[src/rtl/td4_program_store.sv]
// TD4 program store: 16x8 program memory loaded from pins, fetched by CPU pc.
// Optional single-step execution gated by macro TD4_SINGLE_STEP_EN.
module td4_program_store #(
    parameter int ADDR_W      = 4,
    parameter int SYNC_STAGES = 2
) (
    input  logic              clk,
    input  logic              rst_n,
    input  logic [7:0]        data_in,
    input  logic              wr_strobe,
    input  logic              addr_clr,
    input  logic              run,
    input  logic              step,
    input  logic [ADDR_W-1:0] pc,
    output logic [3:0]        opcode,
    output logic [3:0]        immediate,
    output logic              exec_mode,
    output logic [ADDR_W-1:0] load_addr,
    output logic              prog_full
);

    localparam int unsigned DEPTH = 1 << ADDR_W;

    localparam logic ST_LOAD = 1'b0;
    localparam logic ST_RUN  = 1'b1;

    logic [7:0]             mem [DEPTH];
    logic                   state;
    logic                   state_next;
    logic                   exec_next;

    logic [SYNC_STAGES-1:0] wr_sync_q;
    logic [SYNC_STAGES-1:0] run_sync_q;
    logic                   wr_dly;
    logic                   wr_sync;
    logic                   run_sync;
    logic                   wr_pulse;
    logic                   step_gate;

    assign wr_sync  = wr_sync_q[SYNC_STAGES-1];
    assign run_sync = run_sync_q[SYNC_STAGES-1];
    assign wr_pulse = wr_sync & ~wr_dly;

    always_ff @(posedge clk or negedge rst_n) begin
        if (!rst_n) begin
            wr_sync_q  <= '0;
            run_sync_q <= '0;
            wr_dly     <= 1'b0;
        end else begin
            wr_sync_q  <= {wr_sync_q[SYNC_STAGES-2:0], wr_strobe};
            run_sync_q <= {run_sync_q[SYNC_STAGES-2:0], run};
            wr_dly     <= wr_sync;
        end
    end

`ifdef TD4_SINGLE_STEP_EN
    logic [SYNC_STAGES-1:0] step_sync_q;
    logic                   step_dly;
    logic                   step_sync;

    assign step_sync = step_sync_q[SYNC_STAGES-1];
    assign step_gate = step_sync & ~step_dly;

    always_ff @(posedge clk or negedge rst_n) begin
        if (!rst_n) begin
            step_sync_q <= '0;
            step_dly    <= 1'b0;
        end else begin
            step_sync_q <= {step_sync_q[SYNC_STAGES-2:0], step};
            step_dly    <= step_sync;
        end
    end
`else
    logic unused_step;
    assign unused_step = step;
    assign step_gate   = 1'b1;
`endif

    always_comb begin
        state_next = state;
        case (state)
            ST_LOAD: if (run_sync)  state_next = ST_RUN;
            ST_RUN:  if (!run_sync) state_next = ST_LOAD;
            default: state_next = ST_LOAD;
        endcase
        exec_next = (state_next == ST_RUN) && step_gate;
    end

    always_ff @(posedge clk or negedge rst_n) begin
        if (!rst_n) begin
            state     <= ST_LOAD;
            exec_mode <= 1'b0;
        end else begin
            state     <= state_next;
            exec_mode <= exec_next;
        end
    end

    // addr_clr has priority over a coincident strobe edge, dropping that write.
    always_ff @(posedge clk or negedge rst_n) begin
        if (!rst_n) begin
            for (int unsigned i = 0; i < DEPTH; i++) mem[i] <= '0;
            load_addr <= '0;
            prog_full <= 1'b0;
        end else if (addr_clr) begin
            load_addr <= '0;
            prog_full <= 1'b0;
        end else if (wr_pulse && state == ST_LOAD) begin
            mem[load_addr] <= data_in;
            load_addr      <= load_addr + 1'b1;
            if (load_addr == '1) prog_full <= 1'b1;
        end
    end

    assign {opcode, immediate} = mem[pc];

endmodule

[config.mk]
export PLATFORM = sky130hd
export DESIGN_NAME = td4_program_store
export DESIGN_NICKNAME = d
export VERILOG_FILES = /design/src/rtl/td4_program_store.sv
export SDC_FILE = /design/constraint.sdc
export NUM_CORES = 1
export LEC_CHECK = 0
export ABC_AREA = 1
export CAP_MARGIN = 5
export CORE_MARGIN = 10
export CORE_UTILIZATION = 65
export CTS_CLUSTER_SIZE = 10
export DETAILED_ROUTE_END_ITERATION = 7
export PLACE_DENSITY_LB_ADDON = 0.15
export SYNTH_ARGS = -nofsm -noshare
export SYNTH_HDL_FRONTEND = slang
export SYNTH_SLANG_ARGS = --single-unit
[constraint.sdc]
create_clock -name clk -period 2.6 [get_ports clk]
set_clock_uncertainty 0.1 [all_clocks]
set_input_delay 0.52 -clock clk [delete_from_list [all_inputs] [get_ports clk]]
set_output_delay 0.52 -clock clk [all_outputs]
set_load 0.02 [all_outputs]
Word-level counts from Yosys, hierarchy flattened
Index checks and enable logic that the tools add are counted.
{"block": "totals", "ff_bits": 139, "output_inout_bits": 14, "word_cells": 51}
{"block": "op_classes", "add_sub_neg": 1, "order_cmp": 3, "eq_ne": 1, "n_mux": 12, "n_bitwise": 6, "reduce_logical": 6}
{"cell": "bitwise mux 128 bit", "count": 1}
{"cell": "binary-select mux 8 bit (select 4 bit)", "count": 1}
{"cell": "demux 8 bit (select 4 bit)", "count": 1}
{"cell": "2-to-1 mux 8 bit", "count": 3}
{"cell": "greater-or-equal comparator 5 bit, second input constant", "count": 2}
{"cell": "inverter 4 -> 5 bit", "count": 2}
{"cell": "2-to-1 mux 4 bit", "count": 2}
{"cell": "< comparator 5 x 1 -> 1 bit, second input constant", "count": 1}
{"cell": "adder 4 x 1 -> 4 bit, second input constant", "count": 1}
{"cell": "== test 4 bit, second input constant", "count": 1}
{"cell": "2-to-1 mux 1 bit", "count": 4}
{"cell": "AND reduction 2 bit", "count": 2}
{"cell": "nonzero test 2 bit", "count": 2}
{"cell": "inverter 1 bit", "count": 3}
{"cell": "logical AND 1 bit", "count": 2}
{"cell": "AND 1 bit", "count": 1}

Depth between registers and ports, before layout
Gate-level depths: netlist (run 1).
{"block": "depth", "word_depth": 6, "ltp_mapped": 9}

Worst setup path after synthesis (run 1)
OpenSTA, ideal clock, no wires.
{"block": "synth_path", "kind": "input -> output", "startpoint": "input port pc[1]", "endpoint": "output port immediate[0]", "arrival_ns": 1.441, "setup_slack_ns": 0.539, "stages": 7, "path_cell_list": "clkbuf_1 inv_1 clkbuf_1 nand3_1 nand3_1 nand3_1 nand2_1"}
{"block": "synth_via", "elab_chain_len": 4}
{"item": "start, declared", "line": "14", "rtl": "input logic [ADDR_W-1:0] pc,"}
{"item": "inverter 4 -> 5 bit (implied by the code)", "line": "115", "rtl": "assign {opcode, immediate} = mem[pc];"}
{"item": "binary-select mux 8 bit (select 4 bit)", "line": "115"}
{"item": "2-to-1 mux 8 bit (implied by the code) (2 in series)", "line": "115"}
{"item": "end, declared", "line": "16", "rtl": "output logic [3:0] immediate,"}
No other way between the ends. The select of a mux whose other input is x is not followed.

Final worst setup path (run 1)
{"block": "layout_path", "startpoint": "input port pc[1]", "endpoint": "output port immediate[1]"}
The elaborated chain is that of the path after synthesis.

==> results of run 1 <==
kinds of logic (layout without fill, tap and decap cells):
group | after synthesis | after routing
AOI/OAI and AO/OA | 132 | 132
adders and majority gates | 4 | 4
buffers and inverters | 196 | 236
DFF | 139 | 139
and+or+nand+nor | 428 | 428
synth_stat cells:
| cell | number |
|---|---|
| nand2_1 | 289 |
| nand3_1 | 114 |
| clkbuf_1 | 26 |
| o21ai_1 | 89 |
| o21ai_0 | 34 |
| ha_1 | 4 |
| buf_1 | 3 |
| inv_2 | 5 |
| buf_4 | 2 |
| dfrtp_1 | 139 |
| nand2_4 | 1 |
| a21oi_1 | 1 |
| buf_2 | 17 |
| buf_6 | 8 |
| buf_12 | 1 |
| nor2_8 | 8 |
| inv_1 | 134 |
| nor2_1 | 7 |
| o21ai_2 | 8 |
| nor2_2 | 9 |
state kept, by name, indices dropped and copies added (netlist names):
name        flops
state           1
wr_dly          1
run_sync_q      2
prog_full       1
wr_sync_q       2
load_addr       4
mem           128
area by class of cell:
class                   instances  area (um^2)  share of cell area (%)
flip-flops and latches        139         3480                    43.1
multi-input cells             564         2650                    32.8
repair buffers                 65          701                    8.68
inverters                     139          522                    6.46
clock buffers                  18          428                    5.30
well taps                     136          170                    2.11
clock inverters                14          124                    1.53
routing by layer:
| metal | track usage (%) | vias up | wire length (um) |
|---|---|---|---|
| li1 | - | 2840 | - |
| met4 | 14.0 | 0 | 882 |
| met1 | 31.4 | 2919 | 7190 |
| met2 | 42.5 | 338 | 9210 |
| met5 | 0 | - | 0 |
| met3 | 5.79 | 82 | 1590 |
cell usage in the layout, fill, tap and decap left out, types with 4 or more instances in the layout:
cell type / instances
clkdlybuf4s15_2: 7
ha_1: 4
nand3_1: 114
nor2_2: 9
inv_2: 6
clkdlybuf4s50_1: 18
nor2_1: 7
nor2_8: 8
buf_4: 24
dfrtp_1: 139
buf_12: 8
clkinv_4: 4
nand2_1: 289
o21ai_0: 34
clkbuf_16: 16
o21ai_1: 89
inv_1: 133
clkinv_2: 4
o21ai_2: 8
clkinvlp_4: 4
worst paths after layout:
kind                          startpoint            end  slack [ns]  cells past startpoint
max                                pc[1]   immediate[1]        0.10                      7
max reg2reg                        state        mem[15]        0.71                      7
min reg2reg                run_sync_q[0]  run_sync_q[1]        0.25                      0
min in group asynchronous          rst_n        mem[33]        0.45                      2
min                        run_sync_q[0]  run_sync_q[1]        0.25                      0
max in group asynchronous          rst_n         mem[9]        1.22                      3
metrics by stage:
step	setup WS, ns	hold WS [ns]	cell area [um^2]
finish	0.101	0.252	8070
global route	0.0381	0.258	8070
CTS	0.0354	0.254	8070
detailed placement	-0.391	0.236	7460
global placement	-0.388	0.236	7460
floorplan	0.539	0.124	6970
power groups by stage:
stage | Combinational (mW) | Clock (mW) | Sequential, mW
final | 0.480 | 2.24 | 2.25
after global placement | 0.454 | 0 | 2.29
after floorplan | 0.244 | 0 | 2.29
after global routing | 0.520 | 2.35 | 2.26
after detailed placement | 0.463 | 0 | 2.29
after CTS | 0.473 | 2.24 | 2.25
what timing repair did:
item,in CTS,in global routing
gates cloned,1,0
gates resized for setup,25,2
hold buffers,1,0
pin swaps,0,0
endpoints found under the setup margin,8,1
hold endpoints to repair,64,0
==> out/results.ini, run 1 <==
[yosys]
avgSynthCellArea_um2=7.75
syn-cell-area_um2=6970
synth-simple-area-share_pct=27.4
synth_fa_ha_area_share_pct=0.718
ys_types=20
synth_top_family_by_area=simple AND/OR/NAND/NOR gates
ys_warn_count=0
synth_top_area_share_pct=49.9
synth-seq-cells=139
synthMuxAreaShare_pct=0
syn_nets=921
synth_compound_area_share_pct=9.91
synth-xor-area-share_pct=0
synth_cells=899
seq_area_frac_synth_pct=49.9
synth_area_leaders=dfrtp_1, nand2_1, nand3_1
yosysTopAreaCell=dfrtp_1

[grt]
overflow=0
grt_pass1_wl_mm=30.5
grt_pass1_vias=6199
antenna_found_initial=0
track_usage_pct=25.9
grt_max_degree=68

[pwr]
p_comb_share_pct=9.6
switching_share_pct=25.8
total_power_mw=4.97
power_switching_mw=1.28
vdd_drop_max_mv=0.409
pwr-share-clk_pct=45.1
power_density_nw_per_um2=616
p_seq_share_pct=45.3
p_int_mw=3.69
p_leak_nw=4.05

[hold_path]
hold_class=register to register

[clock_tree]
clkTransAtPathRegs_ns=0.06
cts_htree_levels=4
post_cts_buffers=0
cts_root_buf=clkbuf_8
insertion_delay_ns=0.54
clkSinkCount=139
cts_tree=yes
numCtsBuffers=17
clk_path_buf_depth=2

[cells_and_area]
num-fill-cells=732
diodes=0
final_cells=1075
nets=948
area_growth_pct=15.8
postLayoutCoreUtil_pct=77.8
drive_above_1_share_pct=11.4

[routing]
wl_per_cell_um=17.6
drc_errors=0
ant_nets=0
drt_wl_total_mm=18.9
drt-pass1-iter-count=6
vias_per_cell=5.75
first_iter_violations=959
vias=6179

[floorplanning]
coreArea_um2=10400
die_height_um=124
dieArea_um2=15300
rows=37
start_util_pct=67.2
die_w_um=124
pin_count=32

[sta]
fmax_mhz=400
worst_pin_slew_ns=0.655
tns_ns=0
period_share_pct=96.1
finalMaxSlewViolations=0
rsz0062_at_grt=false
finalHoldViolCount=0
setup_viol=0
max-slew-margin-rel_pct=56.4
post-route-min-period_ns=2.50

[worst_setup_path]
cpPeakStageDelay_ns=0.35
worst-path-max-fanout=16
cp_data_arrival_time_ns=1.88
crit_buf_inv=3
worstSetupPathType=input port to output port
critPathLaunchType=input port
worstPathCellList=dlygate4sd2_1 -> bufbuf_16 -> nand3_1 -> nand3_1 -> nand3_1 -> nand2_1 -> clkdlybuf4s15_2
cpMaxStageDelayCell=bufbuf_16
setup.worst_path.end_class=output port
cp_top_family=buffers and inverters
cpMostUsedCell=nand3_1
crit_required_ns=1.98

[placed_design]
dpl.hpwl_mm=11.9
post-place-cells=1041
port-buffer-count=30
place.gp.congestion=0.898

[status]
status=finished, final reports clean

[run]
cap_viol_max_count=0

Power figures use the tool's default switching activity.
==> run 2: changes to the inputs <==
--- a/config.mk
+++ b/config.mk
@@ -7,7 +7,6 @@
 export LEC_CHECK = 0
 export ABC_AREA = 1
 export CAP_MARGIN = 5
-export CORE_MARGIN = 10
 export CORE_UTILIZATION = 65
 export CTS_CLUSTER_SIZE = 10
 export DETAILED_ROUTE_END_ITERATION = 7
==> run 2 against run 1 <==
Routed wire length is 5.1% lower; cell area about the same; power is 3.9% higher; combinational power shrank 4%; non-clock buffer count decreased by 3; first-iteration DRC count fell by 37%; worst setup slack worse by 0.063 ns; critical endpoint is now opcode[3]; highest routed layer unchanged.
==> out/results.ini, run 2 (synthesis results as in run 1) <==
[status]
status=finished, final reports clean

[routing]
wl_met1_mm=6.93
ant_nets=0
drc_errors=0
drt-pass1-iter-count=6
drt_wl_total_mm=17.9
vias_per_cell=5.61
first_iter_violations=602
wl_met2_mm=8.50
vias=6011
highest_layer=met4
routed-wl-met3_mm=1.65
wl_per_cell_um=16.7

[clock_tree]
clk_path_buf_depth=2
clkSinkCount=139
cts_htree_levels=4
cts_tree=yes
cts_root_buf=clkbuf_8
insertion_delay_ns=0.54
clkTransAtPathRegs_ns=0.06
post_cts_buffers=0
numCtsBuffers=17

[sta]
whs_ns=0.245
fmax_mhz=390
finalHoldViolCount=0
period_share_pct=98.5
setup_ws_ns=0.0377
max-slew-margin-rel_pct=48.1
worst_pin_slew_ns=0.776
post-route-min-period_ns=2.56
setup_viol=0
finalMaxSlewViolations=0
rsz0062_at_grt=false

[placed_design]
place.gp.congestion=0.888
port-buffer-count=30
dpl.hpwl_mm=11.4
post-place-cells=1039
place_ws_ns=-0.393

[worst_setup_path]
worst-path-max-fanout=8
reg2reg_depth=8
setup.worst_path.end_class=output port
critPathLaunchType=input port
cp_data_arrival_time_ns=1.94
crit_required_ns=1.98
timing.rr.start=state
r2r_end=mem[36]
reg2reg_setup_slack_ns=0.75
worstSetupPathType=input port to output port

[floorplanning]
dieArea_um2=11100
die_w_um=106
die_height_um=106
pin_count=32
rows=37
start_util_pct=67.2
coreArea_um2=10400

[grt]
overflow=0
track_usage_pct=35.4
antenna_found_initial=0
grt_pass1_wl_mm=29.6
grt_max_degree=63
grt_pass1_vias=5984

[cells_and_area]
regMostFlops=mem
final_common_cell=nand2_1
largest_register_ff_count=128
area_growth_pct=15.8
nets=945
final_cells=1071
final_cell_mix=nand2_1, dfrtp_1, inv_1
diodes=0
drive_above_1_share_pct=11.1
top_regs=mem x128, load_addr x4

[pwr]
p_leak_nw=4.05
power_density_nw_per_um2=641
total_power_mw=5.17
vdd_drop_max_mv=0.583

[hold_path]
hold_end=state
hold_class=register to register
min_path_cells=0
hold_path_startpoint=run_sync_q[1]

[run]
cap_viol_max_count=0

[run 2: changes by cell type in the layout (fill, tap and decap cells not counted), moves of 2 or more]
cell        before  now
clkbuf_2         0    2
buf_4           24   20
clkinvlp_4       4    2
bufinv_16        1    4
clkinv_2         4    7
clkinv_4         4    1
[run 2: worst max-delay path: stages]
cell	delay [ns]
clkdlybuf4s50_1	0.52
inv_1	0.11
buf_4	0.18
nand3_1	0.10
nand3_1	0.09
nand2_1	0.14
clkdlybuf4s15_2	0.28
[run 2: cell type report]
class	count	area, um^2
clock buffer	17	414
clock inverter	14	179
fill	708	2300
inverter	139	522
multi-input combinational	564	2650
sequential	139	3480
tap	136	170
timing repair buffer	62	656
[run 2: metrics by stage]
step | setup TNS, ns | util [%] | cell area, um^2
after floorplan | 0 | - | 6970
after global routing | 0 | 77.8 | 8070
after global placement | -2.94 | 72.0 | 7460
after CTS | 0 | 77.9 | 8080
final | 0 | 77.8 | 8070
after detailed placement | -2.96 | 72.0 | 7460
[run 2: metal layers]
layer / vias up / track usage, %
li1: 2828 / -
met3: 67 / 6.93
met5: - / 0
met1: 2803 / 45.8
met4: 0 / 21.1
met2: 313 / 55.5
[run 2: what timing repair did]
action | 4_1_cts | 5_1_grt
gates resized for setup | 26 | 2
hold buffers | 1 | 0
hold endpoints to repair | 60 | 0
endpoints found under the setup margin | 8 | 2
cloned | 0 | 0
[run 2: power breakdown]
group | total [mW] | internal, mW | leakage, nW | switching (mW)
clock | 2.45 | 1.54 | 0.293 | 0.913
combinational | 0.463 | 0.157 | 2.46 | 0.307
sequential | 2.25 | 2.23 | 1.30 | 0.0211
total | 5.17 | 3.93 | 4.05 | 1.24
[run 2: how the worst max path moves through the flow]
stage,to,from,cells past startpoint
final,opcode[3],pc[2],7
after detailed placement,immediate[3],pc[1],7
after CTS,opcode[0],pc[2],7
after floorplan,immediate[0],pc[1],7
after global placement,immediate[3],pc[1],7
after global routing,opcode[3],pc[2],7
